==> config.mk <==
export PLATFORM = sky130hd
export DESIGN_NAME = md5_result_collector
export DESIGN_NICKNAME = d
export VERILOG_FILES = /design/src/rtl/md5_accel_pkg.sv /design/src/rtl/sync_fifo.sv /design/src/rtl/md5_result_collector.sv
export SDC_FILE = /design/constraint.sdc
export NUM_CORES = 2
export LEC_CHECK = 0
export ABC_CLOCK_PERIOD_IN_PS = 5910
export CAP_MARGIN = 10
export CORE_MARGIN = 4
export CORE_UTILIZATION = 61
export DETAILED_ROUTE_END_ITERATION = 8
export PLACE_DENSITY = 0.86
export SYNTH_ARGS = -nofsm -noshare
export SYNTH_HDL_FRONTEND = slang
export SYNTH_SLANG_ARGS = --single-unit
==> constraint.sdc <==
create_clock -name CLK -period 5.91 [get_ports CLK]
set_input_delay 0.591 -clock CLK [delete_from_list [all_inputs] [get_ports CLK]]
set_output_delay 0.591 -clock CLK [all_outputs]
set_load 0.01 [all_outputs]
==> src/rtl/md5_accel_pkg.sv <==
// Shared widths, collector state encoding and small helpers for the MD5 candidate-search datapath.
package md5_accel_pkg;

    localparam int DIGEST_W = 128;
    localparam int CAND_W   = 32;

    typedef enum logic [1:0] {
        ST_IDLE,
        ST_SCAN,
        ST_DRAIN,
        ST_DONE
    } collector_state_t;

    // Hit counter holds at all-ones rather than wrapping.
    function automatic logic [15:0] sat_inc16(input logic [15:0] value);
        return (value == 16'hFFFF) ? value : value + 16'd1;
    endfunction

endpackage

==> src/rtl/sync_fifo.sv <==
// Single-clock first-word-fall-through FIFO; simultaneous push and pop succeed even when full.
module sync_fifo #(
    parameter int WIDTH = 32,
    parameter int DEPTH = 4
) (
    input  logic             clk,
    input  logic             srst,
    input  logic             flush,
    input  logic             push,
    input  logic             pop,
    input  logic [WIDTH-1:0] wr_data,
    output logic [WIDTH-1:0] rd_data,
    output logic             full,
    output logic             empty
);

    localparam int AW = $clog2(DEPTH);

    logic [WIDTH-1:0] mem [DEPTH];
    logic [AW:0]      wr_ptr_reg;
    logic [AW:0]      rd_ptr_reg;
    logic             do_push;
    logic             do_pop;

    // Extra pointer bit distinguishes full from empty when the index bits match.
    assign empty   = (wr_ptr_reg == rd_ptr_reg);
    assign full    = (wr_ptr_reg[AW] != rd_ptr_reg[AW]) &&
                     (wr_ptr_reg[AW-1:0] == rd_ptr_reg[AW-1:0]);
    assign do_pop  = pop && !empty;
    assign do_push = push && (!full || do_pop);

    always_ff @(posedge clk) begin
        if (srst || flush) begin
            wr_ptr_reg <= '0;
            rd_ptr_reg <= '0;
        end else begin
            if (do_push) begin
                wr_ptr_reg <= wr_ptr_reg + {{AW{1'b0}}, 1'b1};
            end
            if (do_pop) begin
                rd_ptr_reg <= rd_ptr_reg + {{AW{1'b0}}, 1'b1};
            end
        end
    end

    always_ff @(posedge clk) begin
        if (do_push && !flush && !srst) begin
            mem[wr_ptr_reg[AW-1:0]] <= wr_data;
        end
    end

    // Head shows zero while empty so a stale word is never presented.
    assign rd_data = empty ? '0 : mem[rd_ptr_reg[AW-1:0]];

endmodule

==> src/rtl/md5_result_collector.sv <==
// Pairs issued candidates with returned digests, compares against the target and
// queues matching candidates for software, tracking scan progress and sequencing errors.
module md5_result_collector
    import md5_accel_pkg::*;
#(
    parameter int MAX_INFLIGHT = 64,
    parameter int HIT_DEPTH    = 4
) (
    input  logic                CLK,
    input  logic                reset,
    input  logic                start,
    input  logic [DIGEST_W-1:0] target,
    input  logic                cand_valid,
    input  logic [CAND_W-1:0]   cand_value,
    input  logic                src_done,
    input  logic                digest_valid,
    input  logic [DIGEST_W-1:0] digest,
    input  logic                hit_rd,
    output logic [CAND_W-1:0]   hit_value,
    output logic                hit_empty,
    output logic [15:0]         hit_total,
    output logic                overflow,
    output logic                seq_err,
    output logic                busy,
    output logic                done
);

    localparam int LANES = DIGEST_W / 32;

    collector_state_t    state_reg;
    logic [DIGEST_W-1:0] target_reg;
    logic [15:0]         hit_total_reg;
    logic                overflow_reg;
    logic                seq_err_reg;
    logic                busy_reg;
    logic                done_reg;

    logic                start_ok;
    logic                active;
    logic                tag_push;
    logic                tag_pop;
    logic                tag_full;
    logic                tag_empty;
    logic [CAND_W-1:0]   tag_head;
    logic                hit_full;
    logic [LANES-1:0]    lane_eq;
    logic                match;
    logic                tag_overrun;
    logic                stray_digest;
    logic                hit_drop;

    assign start_ok = start && (state_reg == ST_IDLE || state_reg == ST_DONE);
    assign active   = (state_reg == ST_SCAN) || (state_reg == ST_DRAIN);
    assign tag_push = cand_valid && (state_reg == ST_SCAN);
    assign tag_pop  = digest_valid && active && !tag_empty;

    // Compare split into 32-bit lanes to keep each equality tree shallow.
    generate
        for (genvar gi = 0; gi < LANES; gi++) begin : g_lane_cmp
            assign lane_eq[gi] = (digest[gi*32 +: 32] == target_reg[gi*32 +: 32]);
        end
    endgenerate

    assign match        = tag_pop && (&lane_eq);
    assign tag_overrun  = tag_push && tag_full && !tag_pop;
    assign stray_digest = digest_valid && active && tag_empty;
    // A full hit FIFO still accepts the match if the head is read in the same cycle.
    assign hit_drop     = match && hit_full && !hit_rd;

    sync_fifo #(
        .WIDTH (CAND_W),
        .DEPTH (MAX_INFLIGHT)
    ) u_tag_fifo (
        .clk     (CLK),
        .srst    (reset),
        .flush   (start_ok),
        .push    (tag_push),
        .pop     (tag_pop),
        .wr_data (cand_value),
        .rd_data (tag_head),
        .full    (tag_full),
        .empty   (tag_empty)
    );

    sync_fifo #(
        .WIDTH (CAND_W),
        .DEPTH (HIT_DEPTH)
    ) u_hit_fifo (
        .clk     (CLK),
        .srst    (reset),
        .flush   (start_ok),
        .push    (match),
        .pop     (hit_rd),
        .wr_data (tag_head),
        .rd_data (hit_value),
        .full    (hit_full),
        .empty   (hit_empty)
    );

    always_ff @(posedge CLK) begin
        if (reset) begin
            state_reg     <= ST_IDLE;
            target_reg    <= '0;
            hit_total_reg <= '0;
            overflow_reg  <= 1'b0;
            seq_err_reg   <= 1'b0;
            busy_reg      <= 1'b0;
            done_reg      <= 1'b0;
        end else if (start_ok) begin
            state_reg     <= ST_SCAN;
            target_reg    <= target;
            hit_total_reg <= '0;
            overflow_reg  <= 1'b0;
            seq_err_reg   <= 1'b0;
            busy_reg      <= 1'b1;
            done_reg      <= 1'b0;
        end else begin
            if (match) begin
                hit_total_reg <= sat_inc16(hit_total_reg);
            end
            overflow_reg <= overflow_reg | hit_drop;
            seq_err_reg  <= seq_err_reg | tag_overrun | stray_digest;
            case (state_reg)
                ST_SCAN: begin
                    if (src_done) begin
                        state_reg <= ST_DRAIN;
                    end
                end
                ST_DRAIN: begin
                    if (tag_empty && !digest_valid) begin
                        state_reg <= ST_DONE;
                        busy_reg  <= 1'b0;
                        done_reg  <= 1'b1;
                    end
                end
                default: begin
                end
            endcase
        end
    end

    assign hit_total = hit_total_reg;
    assign overflow  = overflow_reg;
    assign seq_err   = seq_err_reg;
    assign busy      = busy_reg;
    assign done      = done_reg;

endmodule

; Word-level counts from Yosys, hierarchy flattened
; Memory sizes are Yosys's and may differ from the RTL's. A register that Yosys moved wholly into a read port is not among the register bits.
; Index checks and enable logic that the tools add are counted.
[classes]
addsub = 5
eq_ne = 18
n_mux = 17
bitwise = 4
reduce_logical = 47
[op_table]
columns = cell, count
row1 = 32-bit equality test, 4
row2 = 32-bit two-way mux, 2
row3 = 1-bit logical AND, 21
row4 = "16-bit by 1-bit adder with 16-bit output, second input constant", 1
row5 = "16-bit equality test, second input constant", 1
row6 = "7-bit by 1-bit adder with 7-bit output, second input constant", 2
row7 = 6-bit two-way mux, 2
row8 = 1-bit logical NOT, 9
row9 = 1-bit two-way mux, 8
row10 = 2-bit two-way mux, 4
row11 = 7-bit equality test, 1
row12 = "3-bit by 1-bit adder with 3-bit output, second input constant", 2
row13 = 6-bit equality test, 1
row14 = 2-bit AND reduction, 3
row15 = 3-bit AND reduction, 2
row16 = 2-bit nonzero test, 3
row17 = 1-bit logical OR, 5
row18 = "2-bit equality test, second input constant", 2
row19 = 2-bit case mux with 2 select lines, 1
row20 = 4-bit AND reduction, 1
row21 = 3-bit equality test, 1
row22 = "3-bit by 1-bit != test with 1-bit output, second input constant", 1
row23 = "3-bit by 2-bit != test with 1-bit output, second input constant", 1
row24 = 1-bit OR, 3
row25 = 9 further kinds, 10
[totals]
reg_bits = 170
ramBits = 2176
inputBits = 295
out_inout_bits = 53
word_cells = 105
mem_count = 2
[mem_list]
columns = memory, depth, word_bits, rd, rd_ports_with_merged_regs, write_ports, line
row1 = u_tag_fifo.mem, 64, 32, 1, 1, 1, sync_fifo.sv:19  ; logic [WIDTH-1:0] mem [DEPTH];
row2 = u_hit_fifo.mem, 4, 32, 1, 1, 1, sync_fifo.sv:19

; Longest topological paths before layout
[logic_depth]
depth_word = 11
depth_mapped = 11
ltp_nobuf = 8

; By module
; From an unflattened synthesis, not the netlist that was laid out.
[hier_totals]
hier_cells = 4571
hier_area_um2 = 91789.3
[modules_own_cells]
columns = mod, instances, cells_per_inst, area_per_inst_um2, seq_area_each_um2
row1 = sync_fifo (u_tag_fifo), 1, 3427, 79453.7, 61899.4
row2 = md5_result_collector, 1, 883, 6982.9, 3002.9
row3 = sync_fifo (u_hit_fifo), 1, 261, 5352.6, 4003.8

; Worst setup path after synthesis
; No wires, ideal clock.
[synth_timing]
path_type = flip-flop to flip-flop
startpoint = register state_reg[0]
endpoint = memory u_tag_fifo.mem[62][0] (enable)
setup_time_ps = 421
arrival_ps = 3531
t_required_ps = 5489
slack_ps = 1957
stages_incl_launch_ff = 10
n_path_buf = 1
synth_period_minus_slack_ps = 3953
cell_sequence = dfxtp_1 > inv_1 > ha_1 > and2b_2 > or4_1 > nor2b_1 > clkbuf_1 > nor3b_1 > nand3_1 > nor2_1
[synth_between]
elab_chain_len = 11
word_cells_on_any_way = 18
classes_between = eq/ne: 3 / mux: 2 / reduce/logical: 13
[synth_lines]
columns = item, line
row1 = "start, declared", md5_result_collector.sv:30  ; collector_state_t state_reg;
row2 = "start signal, assigned", md5_result_collector.sv:102  ; state_reg <= ST_IDLE;
row3 = "start signal, assigned", md5_result_collector.sv:110  ; state_reg <= ST_SCAN;
row4 = "start signal, assigned", md5_result_collector.sv:126  ; state_reg <= ST_DRAIN;
row5 = 2-bit by 1-bit equality test with 1-bit output / 2-bit equality test (equally long branches), "md5_result_collector.sv:53, md5_result_collector.sv:54"
row6 = 1-bit logical OR, md5_result_collector.sv:53  ; assign active = (state_reg == ST_SCAN) || (state_reg == ST_DRAIN);
row7 = 1-bit logical AND (2 in a row), md5_result_collector.sv:55  ; assign tag_pop = digest_valid && active && !tag_empty;
row8 = 1-bit logical AND, sync_fifo.sv:29  ; assign do_pop = pop && !empty;
row9 = 1-bit logical OR, sync_fifo.sv:30  ; assign do_push = push && (!full || do_pop);
row10 = 1-bit logical AND, sync_fifo.sv:30
row11 = 1-bit logical AND * (2 in a row), sync_fifo.sv:47  ; if (do_push && !flush && !srst) begin
row12 = 1-bit two-way mux *, sync_fifo.sv:47
row13 = 1-bit two-way mux (not written as such) *, sync_fifo.sv:48  ; mem[wr_ptr_reg[AW-1:0]] <= wr_data;
row14 = "end, declared", sync_fifo.sv:19
; Mark *: on every way between the ends. The rest lies on a longest branch, timed or not.

; Worst setup path in the final report
[layout_timing]
startpoint = register state_reg[0]
endpoint = memory u_tag_fifo.mem[18][17] (enable)
; Same word-level chain as after synthesis.

==> flow_summary.ini <==
[run_status]
status = finished, violations left
violations = DRC

[yosys]
yosysMostFrequentCell = edfxtp_1
ys_warn_count = 0
async_reset_ff_share_pct = 0
yosysTopAreaCell = edfxtp_1
synth-seq-cells = 2354
synthCells = 4300
synth_fa_ha_area_share_pct = 0.151
synth-seq-area-share_pct = 75.7
yosys.area_share.simple_pct = 3.05
synth_top_family_by_area = multiplexers
synth_xor_area_share_pct = 1.46
synth_edf_count = 2176
synth_area_um2 = 91000
synthFlopType = edfxtp_1
ys_types = 47
synth.top_cell.area_share_pct = 71.8
syn-num-nets = 4606
ys_top_cells_by_area = edfxtp_1 72%, mux4_2 17%, dfxtp_1 3.9%, xnor2_1 1.4%, nand2_1 1.2%
yosys-top-cells-count = 2,176 x edfxtp_1, 668 x mux4_2, 296 x nand2_1, 178 x dfxtp_1, 148 x a21oi_1
synth.mux.area_fraction_pct = 17.3
synth-compound-area-share_pct = 1.24
avgSynthCellArea_um2 = 21.2

[die]
core_area_um2 = 148000
die-area_um2 = 155000
fp.dieW_um = 394
die_y_um = 394
rows = 141
io_pins = 348
initial_utilization_pct = 61.5

[timing]
fin_tns_setup_ns = 0
rsz0062_at_grt = false
setup-violations-final = 0
final.setup.worst_slack_ns = 0.216
slew_viol_final = 0
skew_ns = 0.0774
period_needed_ns = 5.69
max-slew-margin-rel_pct = 6.98
worstMarginPinSlew_ns = 1.36
fmax_ghz = 0.176
hold_viol_final = 0
fin_crit_sh_pct = 96.4

[global_route]
grt-ovfl-total = 0
grt_pass1_vias = 49800
grt_pass1_wl_mm = 394
grt_max_degree = 112
antenna_found_initial = 29
grtUsageTotal_pct = 36.4

[cells_and_area]
area_delta_synth_final_pct = 15.3
largest_reg_flops = 2048
drive_gt1_share_pct = 24.8
nets = 5066
num-fill-cells = 7854

[setup_path]
arrival_ns = 6.14
required_ns = 6.35
rr_startpoint = state_reg[0]
startpoint = state_reg[0]
crit_fanout = 32
crit_path_start_kind = flop
worstSetupPathType = flop to flop
endpoint_kind = flop

[drt]
drt_iter0_markers = 9017
dr.pass1.iters = 9
vias = 50500
wire_per_inst_um = 40.8
wirelength_mm = 282
antenna_left = 0
via_per_inst = 7.33
route.detailed.drc = 1

[cts]
holdBufCountCts = 0
clockBufferDepth = 3
post_cts_buffers = 0
cts_inserted_buffers = 216
worstSkewPairLatency_ns = 0.89
clk_transition_reported_paths_ns = 0.06
clockRootBuffer = clkbuf_16
cts_tree = yes
cts_resized = 0
htree_num_levels = 4
cts.sinks = 2354

[placed_design]
pre_cts_ws_ns = 0.633
place.gp.congestion = 0.945
port_buffers = 347
hpwlAfterDp_mm = 147

[pwr]
p_per_area_nw_per_um2 = 330
p_leak_nw = 31.5
ir_drop_uv = 395
total_power_mw = 34.6

[job]
drv_cap = 0

[hold_path]
hold_start = reset
hp-class = primary input to flop
==> area by class of cell <==
type	instances	area [um2]	share of cell area, %
sequential	2354	68900	65.7
multi-input combinational	1707	21600	20.6
clock buffer	264	5640	5.38
timing repair buffer	471	4610	4.39
tap	1930	2410	2.30
clock inverter	134	1560	1.49
antenna	25	62.6	0.0597
inverter	10	37.5	0.0358
==> cell usage in the layout, fill, tap and decap left out, types with 6 or more instances in the layout <==
master,n
o22ai_1,25
inv_1,10
clkinv_1,48
nand4_1,74
clkbuf_1,44
nand2_1,295
diode_2,25
buf_4,96
clkdlybuf4s50_1,314
mux2i_1,65
nor3_1,6
xor2_1,10
mux4_2,668
xnor2_1,142
clkinv_16,9
buf_12,24
clkinvlp_4,11
clkinv_2,29
or3_1,11
buf_2,31
nor2_1,35
nor4_1,16
a211oi_1,12
dfxtp_1,171
nand3_1,14
ha_1,11
nor2b_1,40
clkbuf_16,217
a21oi_1,148
o21ai_0,16
edfxtp_1,2176
and3_1,9
nor2_4,64
bufinv_16,25
==> report_power, final <==
group,leakage (nW),switching (mW),internal (mW)
Combinational,6.92,1.04,0.549
Sequential,21.1,0.107,18.3
Clock,3.46,6.61,7.93
==> through the flow <==
step	cell area, um2	hold WS [ns]	util, %	std cells
2_1_floorplan	91000	0.449	-	4300
3_3_place_gp	97400	0.436	65.8	6459
3_5_place_dp	97400	0.442	65.8	6459
4_1_cts	105000	0.0441	70.6	6857
5_1_grt	105000	0.106	70.8	6877
6_report	105000	0.0893	70.8	6895
==> kinds of logic (layout without fill, tap and decap cells) <==
family,count (synthesis),in the layout
flip-flops,2354,2354
multiplexers,738,738
AND/OR/NAND/NOR,597,597
buffers and inverters,239,879
AO/OA/AOI/OAI,209,209
XOR/XNOR,152,152
adder cells (fa/ha/maj),11,11
other,0,25
==> critical path: stages (launching register included) <==
cell,delay [ns]
dfxtp_1,0.37
inv_1,0.09
ha_1,0.38
and2b_2,0.41
or4_1,0.21
nor2b_1,0.72
nor3b_1,0.72
nand2_1,0.99
nor2_4,1.32
==> per-layer routing <==
layer	GRT usage, %	share of wire (%)
met5	0	0.082
met4	22.7	8.5
met1	44.5	30
met3	10.4	13
met2	57.9	48
==> final timing paths <==
path	endpoint	slack, ns	cells after the start
max reg2reg	u_tag_fifo.mem[18][17]	0.22	8
min	busy	0.09	2
max	u_tag_fifo.mem[18][17]	0.22	8
min reg2reg	done	0.45	2
No activity file was read; power rests on OpenSTA's default activity.
